`config.mk`:
```
export PLATFORM = sky130hd
export DESIGN_NAME = interrupt_ctrl_flat
export DESIGN_NICKNAME = d
export VERILOG_FILES = /design/src/rtl/interrupt_ctrl_if.sv /design/src/rtl/interrupt_ctrl.sv /design/src/flat_wrapper.sv
export SDC_FILE = /design/constraint.sdc
export NUM_CORES = 1
export LEC_CHECK = 0
export ABC_CLOCK_PERIOD_IN_PS = 4300
export CAP_MARGIN = 25
export CORE_MARGIN = 2
export CORE_UTILIZATION = 45
export DETAILED_ROUTE_END_ITERATION = 10
export DONT_BUFFER_PORTS = 1
export GPL_ROUTABILITY_DRIVEN = 0
export PLACE_DENSITY = 0.65
export SYNTH_ARGS = -nofsm -noshare
export SYNTH_HDL_FRONTEND = slang
export SYNTH_SLANG_ARGS = --single-unit
```
`constraint.sdc`:
```
create_clock -name clk -period 4.3 [get_ports clk]
set_clock_uncertainty 0.1 [all_clocks]
set_input_delay 0.86 -clock clk [delete_from_list [all_inputs] [get_ports clk]]
set_output_delay 0.86 -clock clk [all_outputs]
set_load 0.01 [all_outputs]
```
`src/rtl/interrupt_ctrl_if.sv`:
```
// -----------------------------------------------------------------------------
// interrupt_ctrl_if
//   Memory-stage word bus into the interrupt controller's register window.
//   The core side (master) issues word stores and addresses. The controller
//   side (slave) returns combinational load data and an address-hit flag.
//
//   bus_we     master->slave  store strobe, word access only
//   bus_addr   master->slave  byte address
//   bus_wdata  master->slave  store data
//   bus_rdata  slave->master  load data, 0 when bus_hit is low
//   bus_hit    slave->master  bus_addr falls inside the register window
// -----------------------------------------------------------------------------
interface interrupt_ctrl_if;
  logic        bus_we;
  logic [31:0] bus_addr;
  logic [31:0] bus_wdata;
  logic [31:0] bus_rdata;
  logic        bus_hit;

  modport master (
    output bus_we,
    output bus_addr,
    output bus_wdata,
    input  bus_rdata,
    input  bus_hit
  );

  modport slave (
    input  bus_we,
    input  bus_addr,
    input  bus_wdata,
    output bus_rdata,
    output bus_hit
  );
endinterface

```
`src/rtl/interrupt_ctrl.sv`:
```
// -----------------------------------------------------------------------------
// interrupt_ctrl
//   Machine-level interrupt source block feeding the exception/CSR stage.
//   It contains three interrupt sources:
//     - a 64-bit mtime/mtimecmp timer, memory mapped,
//     - a software interrupt bit (msip),
//     - an external IRQ line that is synchronised and rising-edge detected.
//   Pending sources are masked by mie and mstatus.MIE. The block selects the
//   highest-priority source and holds a request/ack handshake until the trap
//   has been taken and the handler has returned with mret.
//
// Parameters
//   BASE_ADDR  byte address of the 5-word register window
//   PRESCALE   clk cycles per mtime increment (>= 1)
//
// Ports
//   clk            rising-edge clock
//   rst            asynchronous, active-low reset
//   bus            slave side of the memory-stage word bus
//   ext_irq_async  asynchronous external interrupt line, rising-edge triggered
//   mstatus_mie    global machine interrupt enable
//   mie            CSR mie; bits 3 (MSIE), 7 (MTIE) and 11 (MEIE) are used
//   int_ack        one-cycle pulse when the exception stage takes the request
//   mret           one-cycle pulse when mret retires
//   interrupt      registered level request to the exception stage
//   int_cause      mcause value for the current request
//   mip            pending bits: [3] MSIP, [7] MTIP, [11] MEIP
//
// Register window (word offsets from BASE_ADDR)
//   0x00 mtime_lo   0x04 mtime_hi   0x08 mtimecmp_lo   0x0C mtimecmp_hi
//   0x10 msip (only bit 0 is stored; the other bits read as 0)
// -----------------------------------------------------------------------------
module interrupt_ctrl #(
  parameter logic [31:0] BASE_ADDR = 32'hFFFF_0000,
  parameter int unsigned PRESCALE  = 1
) (
  input  logic                   clk,
  input  logic                   rst,
  interrupt_ctrl_if.slave        bus,
  input  logic                   ext_irq_async,
  input  logic                   mstatus_mie,
  input  logic [31:0]            mie,
  input  logic                   int_ack,
  input  logic                   mret,
  output logic                   interrupt,
  output logic [31:0]            int_cause,
  output logic [31:0]            mip
);

  // ---------------------------------------------------------------------------
  // Constants
  // ---------------------------------------------------------------------------
  localparam int unsigned CNT_W   = (PRESCALE > 1) ? $clog2(PRESCALE) : 1;
  localparam logic [CNT_W-1:0] CNT_MAX = CNT_W'(PRESCALE - 1);

  // Word indices within the register window (byte offset >> 2).
  localparam logic [2:0] W_MTIME_LO = 3'd0;
  localparam logic [2:0] W_MTIME_HI = 3'd1;
  localparam logic [2:0] W_CMP_LO   = 3'd2;
  localparam logic [2:0] W_CMP_HI   = 3'd3;
  localparam logic [2:0] W_MSIP     = 3'd4;

  localparam logic [31:0] WINDOW_BYTES = 32'h0000_0014;

  // Handshake FSM encoding.
  localparam logic [1:0] ST_IDLE = 2'd0;
  localparam logic [1:0] ST_REQ  = 2'd1;
  localparam logic [1:0] ST_SVC  = 2'd2;

  // Machine interrupt cause codes.
  localparam logic [3:0] CODE_MSI = 4'd3;
  localparam logic [3:0] CODE_MTI = 4'd7;
  localparam logic [3:0] CODE_MEI = 4'd11;

  // ---------------------------------------------------------------------------
  // State
  // ---------------------------------------------------------------------------
  logic [63:0]      mtime_q,       mtime_d;
  logic [63:0]      mtimecmp_q,    mtimecmp_d;
  logic             msip_q,        msip_d;
  logic [CNT_W-1:0] presc_cnt_q,   presc_cnt_d;
  logic             sync1_q,       sync1_d;
  logic             sync2_q,       sync2_d;
  logic             sync_prev_q,   sync_prev_d;
  logic             meip_q,        meip_d;
  logic             mtip_q,        mtip_d;
  logic [1:0]       state_q,       state_d;
  logic             interrupt_q,   interrupt_d;
  logic [31:0]      int_cause_q,   int_cause_d;

  // ---------------------------------------------------------------------------
  // Address decode
  // ---------------------------------------------------------------------------
  // Subtract the base once. Addresses below BASE_ADDR wrap to large offsets,
  // so a single unsigned compare covers both ends of the window.
  logic [31:0] offset;
  logic [2:0]  word_sel;
  logic        wr_en;

  assign offset      = bus.bus_addr - BASE_ADDR;
  assign bus.bus_hit = (offset < WINDOW_BYTES);
  assign word_sel    = offset[4:2];
  assign wr_en       = bus.bus_we & bus.bus_hit;

  // ---------------------------------------------------------------------------
  // Source status and selection
  // ---------------------------------------------------------------------------
  logic        ext_edge;
  logic [31:0] mip_vec;
  logic [31:0] en;
  logic [3:0]  sel_code;

  // The edge detector looks at the second synchroniser stage against its own
  // delayed copy, so the input is never sampled before it is metastable-safe.
  assign ext_edge = sync2_q & ~sync_prev_q;

  assign mip_vec = {20'b0, meip_q, 3'b0, mtip_q, 3'b0, msip_q, 3'b0};
  assign en      = mip_vec & mie & {32{mstatus_mie}};

  // Fixed priority: external > software > timer.
  always_comb begin
    sel_code = 4'd0;
    if (en[11])     sel_code = CODE_MEI;
    else if (en[3]) sel_code = CODE_MSI;
    else if (en[7]) sel_code = CODE_MTI;
  end

  // ---------------------------------------------------------------------------
  // Next-state logic
  // ---------------------------------------------------------------------------
  always_comb begin
    // NOTE: every _d defaults to its _q first, so no path through this block
    // can leave a variable unassigned and infer a latch.
    mtime_d     = mtime_q;
    mtimecmp_d  = mtimecmp_q;
    msip_d      = msip_q;
    presc_cnt_d = presc_cnt_q;
    meip_d      = meip_q;
    state_d     = state_q;
    int_cause_d = int_cause_q;

    // Timer prescaler and increment. mtime wraps silently at 2^64.
    if (presc_cnt_q == CNT_MAX) begin
      presc_cnt_d = '0;
      mtime_d     = mtime_q + 64'd1;
    end else begin
      presc_cnt_d = presc_cnt_q + CNT_W'(1);
    end

    // Register writes. A write to either mtime half overrides the whole
    // increment of this cycle, and it also restarts the prescale count. As a
    // result, software sees exactly the value it wrote for a full period.
    if (wr_en) begin
      case (word_sel)
        W_MTIME_LO: begin
          mtime_d     = {mtime_q[63:32], bus.bus_wdata};
          presc_cnt_d = '0;
        end
        W_MTIME_HI: begin
          mtime_d     = {bus.bus_wdata, mtime_q[31:0]};
          presc_cnt_d = '0;
        end
        W_CMP_LO: mtimecmp_d = {mtimecmp_q[63:32], bus.bus_wdata};
        W_CMP_HI: mtimecmp_d = {bus.bus_wdata, mtimecmp_q[31:0]};
        W_MSIP:   msip_d     = bus.bus_wdata[0];
        default:  ;
      endcase
    end

    // Timer pending is a pure registered compare of the current values, so it
    // follows any mtime/mtimecmp change one cycle later.
    mtip_d = (mtime_q >= mtimecmp_q);

    // Two-flop synchroniser plus the delayed copy for edge detection.
    sync1_d     = ext_irq_async;
    sync2_d     = sync1_q;
    sync_prev_d = sync2_q;

    // Handshake FSM.
    case (state_q)
      ST_IDLE: begin
        if (en != 32'd0) begin
          state_d     = ST_REQ;
          int_cause_d = {1'b1, 27'b0, sel_code};
        end
      end
      ST_REQ: begin
        // The ack takes precedence over a same-cycle mask. Once the exception
        // stage has taken the trap, the request must not be withdrawn.
        if (int_ack) begin
          state_d = ST_SVC;
          if (int_cause_q[3:0] == CODE_MEI) meip_d = 1'b0;
        end else if (en == 32'd0) begin
          state_d = ST_IDLE;
        end
      end
      ST_SVC: begin
        if (mret) state_d = ST_IDLE;
      end
      default: state_d = ST_IDLE;
    endcase

    // A new edge overrides the ack-clear above, so an IRQ that arrives while
    // the previous one is being acknowledged is not lost.
    if (ext_edge) meip_d = 1'b1;

    // The request output is registered and mirrors the next state, so it is
    // high exactly while the FSM sits in REQ.
    interrupt_d = (state_d == ST_REQ);
  end

  // ---------------------------------------------------------------------------
  // Registers
  // ---------------------------------------------------------------------------
  always_ff @(posedge clk or negedge rst) begin
    if (!rst) begin
      mtime_q     <= 64'd0;
      mtimecmp_q  <= 64'hFFFF_FFFF_FFFF_FFFF;
      msip_q      <= 1'b0;
      presc_cnt_q <= '0;
      sync1_q     <= 1'b0;
      sync2_q     <= 1'b0;
      sync_prev_q <= 1'b0;
      meip_q      <= 1'b0;
      mtip_q      <= 1'b0;
      state_q     <= ST_IDLE;
      interrupt_q <= 1'b0;
      int_cause_q <= 32'd0;
    end else begin
      // NOTE: non-blocking assignments, so every flop here samples the values
      // from before the edge and the synchroniser chain shifts one stage per cycle.
      mtime_q     <= mtime_d;
      mtimecmp_q  <= mtimecmp_d;
      msip_q      <= msip_d;
      presc_cnt_q <= presc_cnt_d;
      sync1_q     <= sync1_d;
      sync2_q     <= sync2_d;
      sync_prev_q <= sync_prev_d;
      meip_q      <= meip_d;
      mtip_q      <= mtip_d;
      state_q     <= state_d;
      interrupt_q <= interrupt_d;
      int_cause_q <= int_cause_d;
    end
  end

  // ---------------------------------------------------------------------------
  // Outputs
  // ---------------------------------------------------------------------------
  assign interrupt = interrupt_q;
  assign int_cause = int_cause_q;
  assign mip       = mip_vec;

  // Load data is combinational from the registers. No lo/hi snapshot is
  // taken, so software re-reads mtime_hi to detect a carry between halves.
  always_comb begin
    bus.bus_rdata = 32'd0;
    if (bus.bus_hit) begin
      case (word_sel)
        W_MTIME_LO: bus.bus_rdata = mtime_q[31:0];
        W_MTIME_HI: bus.bus_rdata = mtime_q[63:32];
        W_CMP_LO:   bus.bus_rdata = mtimecmp_q[31:0];
        W_CMP_HI:   bus.bus_rdata = mtimecmp_q[63:32];
        W_MSIP:     bus.bus_rdata = {31'b0, msip_q};
        default:    bus.bus_rdata = 32'd0;
      endcase
    end
  end

endmodule

```
`src/flat_wrapper.sv`:
```
// flat-port wrapper written by rule: the top's interface ports become plain ports
module interrupt_ctrl_flat 
#(
  parameter logic [31:0] BASE_ADDR = 32'hFFFF_0000,
  parameter int unsigned PRESCALE  = 1
)
  (clk, rst, ext_irq_async, mstatus_mie, mie, int_ack, mret, interrupt, int_cause, mip, bus_bus_we, bus_bus_addr, bus_bus_wdata, bus_bus_rdata, bus_bus_hit);
  interrupt_ctrl_if bus_i ();
  input  logic clk;
  input  logic rst;
  input  logic ext_irq_async;
  input  logic mstatus_mie;
  input  logic [31:0] mie;
  input  logic int_ack;
  input  logic mret;
  output logic interrupt;
  output logic [31:0] int_cause;
  output logic [31:0] mip;
  input wire logic [$bits(bus_i.bus_we)-1:0] bus_bus_we;
  input wire logic [$bits(bus_i.bus_addr)-1:0] bus_bus_addr;
  input wire logic [$bits(bus_i.bus_wdata)-1:0] bus_bus_wdata;
  output wire logic [$bits(bus_i.bus_rdata)-1:0] bus_bus_rdata;
  output wire logic [$bits(bus_i.bus_hit)-1:0] bus_bus_hit;
  assign bus_i.bus_we = bus_bus_we;
  assign bus_i.bus_addr = bus_bus_addr;
  assign bus_i.bus_wdata = bus_bus_wdata;
  assign bus_bus_rdata = bus_i.bus_rdata;
  assign bus_bus_hit = bus_i.bus_hit;
  interrupt_ctrl #(.BASE_ADDR(BASE_ADDR), .PRESCALE(PRESCALE)) u_core (.clk(clk), .rst(rst), .bus(bus_i), .ext_irq_async(ext_irq_async), .mstatus_mie(mstatus_mie), .mie(mie), .int_ack(int_ack), .mret(mret), .interrupt(interrupt), .int_cause(int_cause), .mip(mip));
endmodule
```
Word level (Yosys, flattened, before mapping). Index checks and enable logic that the tools add are counted.

ROM bits: 0. Bits in registers: 143. Bits of input ports: 103. Memories: 0. Bits in writable memories: 0. Latch bits: 0. Word-level logic and storage cells: 70.

Bitwise logic cells: 7. Divide/modulo/power cells: 0. Equality and inequality tests: 10. Multiplexer cells: 21. Shift-type cells: 0. $add $sub $neg: 3. Reductions and logical operators: 13. Multipliers: 0. Order comparisons: 2.

Operators with widths (count): $pmux W64 S2 (2); $pmux W32 S5 (1); $mux W64 (2); $add A64 B1 Y64 const B (1); $ge A64 B64 Y1 (1); $and A12 B32 Y32 (1); $and A32 B32 Y32 (1); $logic_not A32 Y1 (1); $lt A32 B5 Y1 const B (1); $mux W32 (1); $reduce_bool A32 Y1 (1); $sub A32 B32 Y32 const B (1); $reduce_and A3 Y1 (3); $mux W2 (4); $mux W4 (2); $mux W1 (7); $eq A3 B2 Y1 const B (2); $pmux W2 S3 (1); $reduce_bool A2 Y1 (3); $eq A2 B1 Y1 const B (2); $eq A4 B4 Y1 const B (1); $ne A2 B2 Y1 const B (2); $reduce_and A2 Y1 (2); $eq A3 B1 Y1 const B (1); 9 further kinds (12).

Logic depth before layout (Yosys ltp). Gate-level depths: netlist of the first run.

Word-level depth: 7. Depth in mapped cells: 13. Depth with buffers taken out: 9.

Worst setup path before layout of the first run. OpenSTA, ideal clock, no wires.

Path kind: input -> output. Start point: input port bus_bus_addr[25]. End point: output port bus_bus_rdata[22]. Slack: 0.700 ns. Buffers on the path: 2. Arrival: 2.640 ns. Required time: 3.340 ns. Stages on the path: 7. Cells stage by stage: or3_1 > a211o_1 > nor3_1 > or4b_1 > buf_2 > clkbuf_1 > a21oi_1.

Longest elaborated chain between the ends: 3.

Ends and longest elaborated chain: start: declaration (RTL line flat_wrapper.sv:20) `input wire logic [$bits(bus_i.bus_addr)-1:0] bus_bus_addr;`; $sub A32 B32 Y32 (RTL line interrupt_ctrl.sv:100) `assign offset = bus.bus_addr - BASE_ADDR;`; $lt A32 B5 Y1 (RTL line interrupt_ctrl.sv:101) `assign bus.bus_hit = (offset < WINDOW_BYTES);`; $mux W32 (RTL line interrupt_ctrl.sv:258) `if (bus.bus_hit) begin`; end: declaration (RTL line flat_wrapper.sv:22) `output wire logic [$bits(bus_i.bus_rdata)-1:0] bus_bus_rdata;`.

No other way between the ends.

Worst setup path after layout of the first run.
Start point: input port bus_bus_addr[25]. End point: output port bus_bus_rdata[28].

Same word-level chain as after synthesis.

==> metrics.csv, run 1 <==
stage,metric,value,unit
status,status,"complete, no violations",
sta,finalSetupTns,0,ns
worst_setup_path,rrSetupSlack,1.11,ns
yosys,syn_area,10100,sq um
routing,wl,29400,um
placement,port_buffers,0,
floorplan,num_rows,54,
pwr,combPwrFrac,3.4,%
clock_network,clk_pin_slew,0.07,ns
yosys,synth_cell_types,68,
sta,tightestPinTransition,0.797,ns
cells_and_area,fill_cells,2061,
cells_and_area,area_delta_synth_final,7.74,%
floorplan,io_pins,201,
clock_network,cts_tree,built,
routing,drt-initial-drc-count,892,
clock_network,cts.sinks,141,
global_routing,grtUsageTotal,25.1,%
yosys,synthFlopType,dfrtp_1,
clock_network,ctsHoldBuffers,0,
pwr,finalPower,2.86,mW
routing,drtAntennaViolNets,0,
routing,drc_errors,0,
placement,dp_hpwl,20400,um
pwr,p_leak,4.66,nW
routing,viasPerCell,6.14,
cells_and_area,regArea,3610,sq um
pwr,p_int,2.16,mW
pwr,vdd_drop_max,216,uV
placement,placed_cells,1420,
worst_setup_path,cp.required,3.34,ns
worst_setup_path,cp-start-kind,primary input,
floorplan,die_y,154,um
worst_setup_path,timing.rr.start,u_core.mtimecmp_q[49]$_DFFE_PN1P_,
sta,final_hold_viol_count,0,
clock_network,insertion_delay,0.43,ns
job,cap_violations,0,
pwr,swShare,24.5,%
yosys,syn_avg_cell_area,8.73,sq um
floorplan,dieArea,23600,sq um
clock_network,cts-buffers-inserted,17,
yosys,yosysWarnings,0,
global_routing,grt_antenna_before_repair,0,
global_routing,first_global_vias,8641,
cells_and_area,diodes,0,
worst_setup_path,arrival,2.78,ns
sta,slew_violations,0,
yosys,synth_top_cell_by_area,dfrtp_1,
sta,holdWs,0.0248,ns
worst_setup_path,worst-setup-path-type,in -> out,
cells_and_area,multi_input_area,5550,sq um
global_routing,grt_first_pass_wirelength,47200,um
floorplan,coreArea,21900,sq um
sta,rsz0062_at_grt,no,
pwr,p_switching,700,uW
clock_network,cts_setup_buffers,0,
routing,routedWlPerCell,20.3,um
sta,setup_violations,0,
cells_and_area,drive_above_1_share,16.6,%
routing,vias,8914,
yosys,postSynthRegisterBits,141,
sta,clock.fmax,267,MHz
clock_network,root_buffer,clkbuf_16,
floorplan,start_util,46.1,%
worst_setup_path,worstPathMaxFanout,18,
sta,period_minus_slack,3.74,ns
yosys,netlist_top_cells_area,"dfrtp_1 (19%), dfstp_2 (17%), ha_1 (8.1%), a22oi_1 (5.7%), o21ai_0 (5.2%)",
clock_network,post_cts_resized,0,
min_path,min_path_type,in -> async,
global_routing,grt_max_degree,142,
yosys,async_flop_share,100,%
worst_setup_path,end_kind,output port,
yosys,synth_edf_count,0,
pwr,power.share.clock,49.7,%
global_routing,gr-total-overflow,0,
pwr,power_density,263,nW/um^2
clock_network,cts_max_level,4,
routing,drtPass1Iterations,6,
yosys,syn_inst,1155,
sta,slew_headroom,46.4,%
floorplan,die_w,154,um
clock_network,clock_path_buffers,2,
sta,fin_crit_sh,87.1,%
yosys,seq_area_frac_synth,35.8,%
yosys,yosysTopAreaCellShare,19.1,%
worst_setup_path,critPathLaunch,bus_bus_addr[25],
cells_and_area,nNetsFinal,1327,
pwr,p_seq_share,47.0,%
cells_and_area,final-instance-count-excl-fill,1452,
final cells by class:
cell class / count / area share (%)
Inverter: 101 / 3.50
Multi-Input combinational cell: 848 / 51.1
Clock buffer: 18 / 3.95
Tap cell: 280 / 3.23
Timing Repair Buffer: 50 / 3.92
Clock inverter: 14 / 1.12
Sequential cell: 141 / 33.2
path summary, 6_finish.rpt:
check,to,cells after the start
min in group clk,u_core.sync2_q$_DFF_PN0_,0
max in group asynchronous,u_core.mtimecmp_q[58]$_DFFE_PN1P_,0
worst max-delay path,bus_bus_rdata[28],7
worst max register to register,u_core.mtip_q$_DFF_PN0_,9
worst min register to register,u_core.sync2_q$_DFF_PN0_,0
worst min-delay path,u_core.mtime_q[0]$_DFFE_PN0P_,0
cell usage in the layout (no fill, tap or decap), types with 4 or more instances in the layout:
cell type,n
a21oi_1,93
o211ai_1,6
or2_2,5
mux2_2,9
a21o_1,15
nor4_1,15
nand2b_1,4
conb_1,56
o21a_1,6
a211o_1,4
buf_4,46
nand3_1,42
clkbuf_16,17
dfrtp_1,77
clkinvlp_4,6
and3_1,12
nand3b_1,7
mux2_4,19
a32oi_1,8
o21ai_0,105
a221o_1,16
nor3_1,18
a22oi_1,76
ha_1,65
nor2_1,35
mux2i_1,7
clkinv_2,5
nand4_1,26
or3_1,18
a22o_1,6
a2111oi_0,4
a211oi_1,4
inv_1,99
o31ai_1,6
dfstp_2,64
xnor2_1,7
nand2_1,108
buf_12,4
sequential cells by signal (all words and copies together) (netlist names):
| register | flops |
|---|---|
| u_core.mtip_q | 1 |
| u_core.sync_prev_q | 1 |
| u_core.mtimecmp_q | 64 |
| u_core.sync2_q | 1 |
| u_core.meip_q | 1 |
| u_core.int_cause | 4 |
| u_core.interrupt | 1 |
| u_core.mtime_q | 64 |
| u_core.sync1_q | 1 |
| u_core.state_q | 2 |
| u_core.msip_q | 1 |
cell usage after synthesis (14+ instances only):
cell type  count
nand2_1      108
o21ai_0      105
inv_1         99
a21oi_1       93
dfrtp_1       77
a22oi_1       76
buf_4         68
ha_1          65
dfstp_2       64
nand3_1       42
nor2_1        35
clkbuf_1      31
nand4_1       26
mux2_4        19
nor3_1        19
or3_1         18
a221o_1       16
a21o_1        15
buf_2         15
nor4_1        15
and3_1        14
power by group through the flow:
stage / Combinational [mW] / Sequential [mW] / Clock [mW]
after floorplan: 0.119 / 1.36 / 0
after global placement: 0.0932 / 1.36 / 0
after detailed placement: 0.0940 / 1.37 / 0
after CTS: 0.0944 / 1.34 / 1.43
after global routing: 0.107 / 1.34 / 1.49
final: 0.0961 / 1.34 / 1.42
cells by family after synthesis:
group,synth area share [%]
adder cells (fa/ha/maj),8.07
XOR/XNOR,0.608
AO/OA/AOI/OAI,23.4
multiplexers,4.53
other,0.0372
buffers and inverters,11.4
flip-flops,35.8
AND/OR/NAND/NOR,16.1
worst max-delay path: stages:
cell	delay, ns
or3_1	0.36
a211o_1	0.31
nor3_1	0.16
or4b_1	0.49
buf_4	0.24
a21oi_1	0.20
buf_4	0.15
routing by layer:
layer | vias to the layer above | track usage [%] | wire, um | part of all wire (%)
li1 | 4119 | - | - | -
met1 | 4352 | 35.2 | 12900 | 44
met2 | 397 | 38.5 | 13500 | 46
met3 | 46 | 5.61 | 2430 | 8.3
met4 | 0 | 8.39 | 667 | 2.3
met5 | - | 0 | 0 | 0
per-stage QoR:
step                utilization (%)  cell area [sq um]  setup WS [ns]
detailed placement             47.1              10300          0.348
global placement               47.1              10300          0.386
global route                   49.6              10900          0.350
finish                         49.6              10900          0.555
CTS                            49.6              10900          0.553
floorplan                         -              10300          0.700
Power figures use the tool's default switching activity.
==> run 2: changes to the inputs <==
MAX_ROUTING_LAYER = met4   (was not set)
==> run 2 against run 1 <==
Net effect:
- final area did not move
- first-iteration DRC count rose by 0.90%
- routed wire length fell by 0.43%
- clock power barely moved
- utilization did not move
- hold slack improved by 0.0010 ns
- global-route usage rose by 0.74 points
- register-to-register slack improved by 0.02 ns
- largest cell class unchanged
- highest routed layer unchanged
==> metrics.csv, run 2 (synthesis gave the netlist of run 1 again) <==
stage,metric,value,unit,change
worst_setup_path,worstPathMaxFanout,18,,unchanged
routing,drt-initial-drc-count,900,,+0.90%
worst_setup_path,cp-start-kind,primary input,,
floorplan,dieArea,23600,sq um,unchanged
pwr,p_leak,4.66,nW,unchanged
global_routing,grt_max_degree,142,,unchanged
sta,final_hold_viol_count,0,,unchanged
sta,setup_violations,0,,unchanged
job,cap_violations,0,,unchanged
floorplan,num_rows,54,,unchanged
pwr,power_density,263,nW/um^2,about the same
placement,port_buffers,0,,unchanged
placement,dp_hpwl,20400,um,unchanged
sta,fin_ws,0.554,ns,-0.00183 ns
clock_network,cts-buffers-inserted,17,,unchanged
sta,finalSetupTns,0,ns,unchanged
clock_network,ctsHoldBuffers,0,,unchanged
routing,drc_errors,0,,unchanged
sta,clock.fmax,267,MHz,about the same
global_routing,first_global_vias,8635,,-0.069%
clock_network,root_buffer,clkbuf_16,,
cells_and_area,layout_commonest_cell,nand2_1,,
global_routing,gr-total-overflow,0,,unchanged
sta,tightestPinTransition,0.819,ns,+0.0216 ns
pwr,finalPower,2.86,mW,about the same
cells_and_area,utilization,49.6,%,unchanged
worst_setup_path,crit_top_cell,buf_4,,
global_routing,grtUsageTotal,25.8,%,+0.74 points
status,status,"complete, no violations",,
clock_network,cts_max_level,4,,unchanged
placement,dpl_worst_slack,0.348,ns,unchanged
cells_and_area,final-instance-count-excl-fill,1452,,unchanged
sta,rsz0062_at_grt,no,,
worst_setup_path,max_stage_delay,0.49,ns,about the same
worst_setup_path,end_kind,output port,,
worst_setup_path,path_delay_family,simple AND/OR/NAND/NOR gates,,
sta,fin_crit_sh,87.1,%,about the same
clock_network,clk_pin_slew,0.07,ns,about the same
sta,slew_headroom,44.9,%,-1.5 points
routing,wl,29300,um,-0.43%
clock_network,insertion_delay,0.43,ns,about the same
sta,slew_violations,0,,unchanged
clock_network,clock_path_buffers,2,,unchanged
worst_setup_path,crit_slowest_cell,or4b_1,,
global_routing,gr-max-usage-layer,met2,,
clock_network,cts_tree,built,,
cells_and_area,mostFrequentLayoutCells,"nand2_1 (108), o21ai_0 (105), inv_1 (99)",,
worst_setup_path,arrival,2.79,ns,about the same
global_routing,grt_first_pass_wirelength,47200,um,about the same
min_path,min_path_type,in -> async,,
floorplan,coreArea,21900,sq um,unchanged
worst_setup_path,worst-setup-path-type,in -> out,,
worst_setup_path,cp.required,3.34,ns,about the same
floorplan,die_w,154,um,unchanged
routing,drtPass1Iterations,6,,unchanged
clock_network,cts_setup_buffers,0,,unchanged
routing,drtAntennaViolNets,0,,unchanged
placement,placed_cells,1420,,unchanged
cells_and_area,area_delta_synth_final,7.74,%,unchanged
cells_and_area,nNetsFinal,1327,,unchanged
cells_and_area,diodes,0,,unchanged
worst_setup_path,path_cells,"or3_1, a211o_1, nor3_1, or4b_1, buf_4, a21oi_1, buf_4",,
global_routing,met2_usage,38.5,%,+0.042 points
floorplan,io_pins,201,,unchanged
clock_network,cts.sinks,141,,unchanged
floorplan,start_util,46.1,%,unchanged
pwr,vdd_drop_max,214,uV,-1.1%
clock_network,post_cts_resized,0,,unchanged
floorplan,die_y,154,um,unchanged
cells_and_area,drive_above_1_share,16.6,%,unchanged
sta,period_minus_slack,3.75,ns,+0.00183 ns
global_routing,grt_antenna_before_repair,0,,unchanged
global_routing,use_met3,5.50,%,-0.11 points
routing,viasPerCell,6.07,,-1.1%
routing,vias,8816,,-1.1%
routing,routedWlPerCell,20.2,um,-0.43%
global_routing,use_met1,35.2,%,unchanged
worst_setup_path,cp.buffers_inverters,2,,unchanged
[run 2: cell counts in the layout (fill, tap and decap cells not counted)]
No cell type changed its count.
[run 2: worst register-to-register path, stage by stage (launching register included)]
cell and delay [ns]:
dfstp_2 0.53, inv_1 0.05, ha_1 0.33, a21o_1 0.19, a21o_1 0.18, a2111oi_0 0.41, o21ai_0 0.32, nor3_1 0.47
o221a_2 0.34, o211ai_1 0.10
[run 2: stage by stage]
step	instance area (sq um)	hold slack, ns
2_1_floorplan	10300	0.231
3_3_place_gp	10300	0.236
3_5_place_dp	10300	0.241
4_1_cts	10900	0.0128
5_1_grt	10900	0.0117
6_report	10900	0.0258
[run 2: final cells by class]
| type | count | area [sq um] |
|---|---|---|
| Fill cell | 2061 | 11000 |
| Multi-Input combinational cell | 848 | 5550 |
| Sequential cell | 141 | 3610 |
| Clock buffer | 18 | 429 |
| Timing Repair Buffer | 50 | 425 |
| Inverter | 101 | 380 |
| Tap cell | 280 | 350 |
| Clock inverter | 14 | 121 |
[run 2: layer usage]
| metal | vias to the layer above | wire, um |
|---|---|---|
| li1 | 4113 | - |
| met1 | 4290 | 13100 |
| met2 | 370 | 13300 |
| met3 | 43 | 2270 |
| met4 | 0 | 658 |
| met5 | - | 0 |
[run 2: where the power goes]
group	total (mW)	switching [mW]	internal, mW
clock network	1.42	0.628	0.793
registers	1.34	0.00656	1.34
logic	0.0961	0.0661	0.0300
[run 2: worst paths after layout]
path / from / endpoint / slack, ns / cells past startpoint
setup / recovery: bus_bus_addr[25] / bus_bus_rdata[28] / 0.55 / 7
hold / removal: rst / u_core.mtime_q[0]$_DFFE_PN0P_ / 0.03 / 0
setup reg to reg: u_core.mtimecmp_q[49]$_DFFE_PN1P_ / u_core.mtip_q$_DFF_PN0_ / 1.13 / 9
hold reg to reg: u_core.sync1_q$_DFF_PN0_ / u_core.sync2_q$_DFF_PN0_ / 0.25 / 0
max in group asynchronous: rst / u_core.mtimecmp_q[58]$_DFFE_PN1P_ / 3.72 / 0
min in group clk: u_core.sync1_q$_DFF_PN0_ / u_core.sync2_q$_DFF_PN0_ / 0.25 / 0
==> run 3: changes to the inputs <==
ABC_AREA = 1   (was not set)
HOLD_SLACK_MARGIN = 0.12   (was not set)
SKIP_CTS_REPAIR_TIMING = 1   (was not set)
==> run 3 against run 2 <==
Net effect:
- count of clock-buffer cells in the layout fell by 1
- global-route usage rose by 3.7 points
- via count rose by 36%
- sequential share of layout area fell by 4.4 points
- power rose by 6.5%
- combinational power rose by 96%
- first-iteration DRC count rose by 20%
- synthesized cell count rose by 54%
- critical endpoint is now bus_bus_rdata[7]
- utilization fell by 0.15 points
- cell count rose by 45%
- critical path depth rose by 3
- maximum frequency rose by 2.0%
==> metrics.csv, run 3 <==
stage,metric,value,unit,change
yosys,netlist_top_cells_area,"nand2_1 (17%), dfrtp_1 (16%), dfstp_2 (14%), nand3_1 (8.4%), ha_1 (7.0%)",,
worst_setup_path,path_cells,"nand2_1, nor2_1, nand4_1, o21ai_0, o21ai_0, nor2_1, nand3_2, buf_12, nor2_1, buf_4",,
pwr,combPwrFrac,6.2,%,+2.8 points
floorplan,die_w,165,um,+7.5%
pwr,vdd_drop_max,176,uV,-18%
global_routing,grt_max_degree,142,,unchanged
sta,fin_crit_sh,85.5,%,-1.7 points
cells_and_area,diodes,0,,unchanged
yosys,synth_edf_count,0,,unchanged
sta,slew_headroom,44.7,%,-0.19 points
routing,drt-initial-drc-count,1078,,+20%
sta,clock.fmax,272,MHz,+2.0%
worst_setup_path,max_stage_delay,0.48,ns,about the same
cells_and_area,mostFrequentLayoutCells,"nand2_1 (544), nor2_1 (201), nand3_1 (194)",,
sta,finalSetupTns,0,ns,unchanged
pwr,p_int,2.21,mW,+2.3%
yosys,yosysWarnings,0,,unchanged
pwr,p_switching,837,uW,+19%
floorplan,coreArea,25300,sq um,+16%
pwr,swShare,27.5,%,+3.0 points
floorplan,dieArea,27300,sq um,+15%
yosys,synth_top_cell_by_area,nand2_1,,
routing,viasPerCell,5.68,,-6.4%
yosys,async_flop_share,100,%,unchanged
worst_setup_path,end_kind,output port,,
cells_and_area,final_area,12500,sq um,+15%
sta,slew_violations,0,,unchanged
pwr,power.share.clock,49.3,%,-0.4 points
sta,rsz0062_at_grt,no,,
clock_network,cts_tree,built,,
routing,drc_errors,0,,unchanged
worst_setup_path,cp.buffers_inverters,2,,unchanged
placement,port_buffers,0,,unchanged
routing,vias,12000,,+36%
sta,tightestPinTransition,0.828,ns,+0.00941 ns
pwr,p_seq_share,44.5,%,-2.5 points
cells_and_area,layout_commonest_cell,nand2_1,,
clock_network,clock_path_buffers,2,,unchanged
cells_and_area,drive_above_1_share,9.17,%,-7.4 points
sta,setup_violations,0,,unchanged
min_path,min_path_type,in -> async,,
yosys,postSynthRegisterBits,141,,unchanged
job,cap_violations,0,,unchanged
cells_and_area,nNetsFinal,1932,,+46%
worst_setup_path,worstPathMaxFanout,18,,unchanged
global_routing,first_global_vias,11100,,+29%
routing,routedWlPerCell,18.1,um,-10%
yosys,syn_avg_cell_area,6.57,sq um,-25%
routing,drtAntennaViolNets,0,,unchanged
floorplan,start_util,46.1,%,+0.076 points
yosys,yosysTopAreaCellShare,17.5,%,-1.6 points
floorplan,die_y,165,um,+7.5%
sta,final_hold_viol_count,0,,unchanged
floorplan,num_rows,58,,+7.4%
clock_network,cts.sinks,141,,unchanged
worst_setup_path,worst-setup-path-type,in -> out,,
floorplan,io_pins,201,,unchanged
placement,dp_hpwl,27000,um,+32%
yosys,synth_most_common_cell,nand2_1,,
status,status,"complete, no violations",,
worst_setup_path,cp.required,3.34,ns,about the same
cells_and_area,area_delta_synth_final,7.24,%,
worst_setup_path,arrival,2.71,ns,-0.08 ns
global_routing,grt_antenna_before_repair,0,,unchanged
routing,drtPass1Iterations,6,,unchanged
yosys,synth_commonest_cells,"nand2_1 (544), nor2_1 (201), nand3_1 (196)",,
clock_network,root_buffer,clkbuf_16,,
yosys,syn_inst,1777,,+54%
yosys,seq_area_frac_synth,30.9,%,-4.9 points
worst_setup_path,path_delay_family,simple AND/OR/NAND/NOR gates,,
clock_network,cts-buffers-inserted,17,,unchanged
clock_network,cts_max_level,4,,unchanged
worst_setup_path,crit_slowest_cell,nand3_2,,
worst_setup_path,crit_top_cell,nor2_1,,
pwr,power_density,243,nW/um^2,-7.7%
worst_setup_path,cp-start-kind,primary input,,
sta,period_minus_slack,3.67,ns,-0.0718 ns
global_routing,grt_first_pass_wirelength,60700,um,+29%
clock_network,clk_pin_slew,0.07,ns,about the same
pwr,p_leak,5.92,nW,+27%
global_routing,grtUsageTotal,29.5,%,+3.7 points
yosys,synth_cell_types,38,,-44%
routing,wl,38100,um,+30%
placement,placed_cell_area,11900,sq um,+16%
clock_network,insertion_delay,0.44,ns,about the same
yosys,syn_area,11700,sq um,+16%
global_routing,gr-total-overflow,0,,unchanged
cells_and_area,fill_cells,2612,,+27%
yosys,synthFlopType,dfrtp_1,,
run 3: cells by family after synthesis:
family | share of synthesized area (%)
AND/OR/NAND/NOR | 35.2
adder cells (fa/ha/maj) | 6.96
buffers and inverters | 12.2
other | 0.0321
flip-flops | 30.9
AO/OA/AOI/OAI | 12.2
XOR/XNOR | 2.47
run 3: layer usage:
metal	track usage, %	up-vias	part of all wire, %
met4	10.6	0	2.6
met3	3.75	74	7.3
met2	46.7	517	47
met5	-	-	0
li1	-	5700	-
met1	39.0	5684	43
run 3: cell type report:
class | instances | area (sq um) | share of cell area [%]
clock buffers | 17 | 425 | 3.40
repair buffers | 42 | 398 | 3.18
flip-flops and latches | 141 | 3610 | 28.8
multi-input cells | 1390 | 6880 | 54.9
clock inverters | 15 | 155 | 1.24
well taps | 330 | 413 | 3.30
inverters | 172 | 648 | 5.17
run 3: metrics by stage:
stage | hold slack [ns] | setup WS, ns | power [mW] | cells | utilization, %
5_1_grt | 0.160 | 0.377 | 3.14 | 2107 | 49.5
4_1_cts | 0.00914 | 0.568 | 3.05 | 2106 | 49.4
6_report | 0.166 | 0.625 | 3.05 | 2107 | 49.5
3_3_place_gp | 0.235 | 0.636 | 1.55 | 2074 | 47.1
2_1_floorplan | 0.231 | 1.34 | 1.54 | 1832 | -
3_5_place_dp | 0.236 | 0.574 | 1.55 | 2074 | 47.1
run 3: final timing paths:
check                                              start                                end  slack (ns)  cells past startpoint
max                                     bus_bus_addr[16]                   bus_bus_rdata[7]        0.63                     10
min                                                  rst  u_core.mtimecmp_q[30]$_DFFE_PN1P_        0.17                      0
max reg2reg                u_core.mtime_q[0]$_DFFE_PN0P_     u_core.mtime_q[32]$_DFFE_PN0P_        1.69                     11
min reg2reg                     u_core.sync1_q$_DFF_PN0_           u_core.sync2_q$_DFF_PN0_        0.25                      0
max in group asynchronous                            rst     u_core.mtime_q[43]$_DFFE_PN0P_        3.52                      1
min in group clk                u_core.sync1_q$_DFF_PN0_           u_core.sync2_q$_DFF_PN0_        0.25                      0
run 3: power by group through the flow:
stage               Clock, mW  Combinational, mW  Sequential, mW
finish                   1.50              0.188            1.36
floorplan                   0              0.167            1.38
global route             1.57              0.210            1.36
CTS                      1.52              0.168            1.36
detailed placement          0              0.168            1.38
global placement            0              0.167            1.38
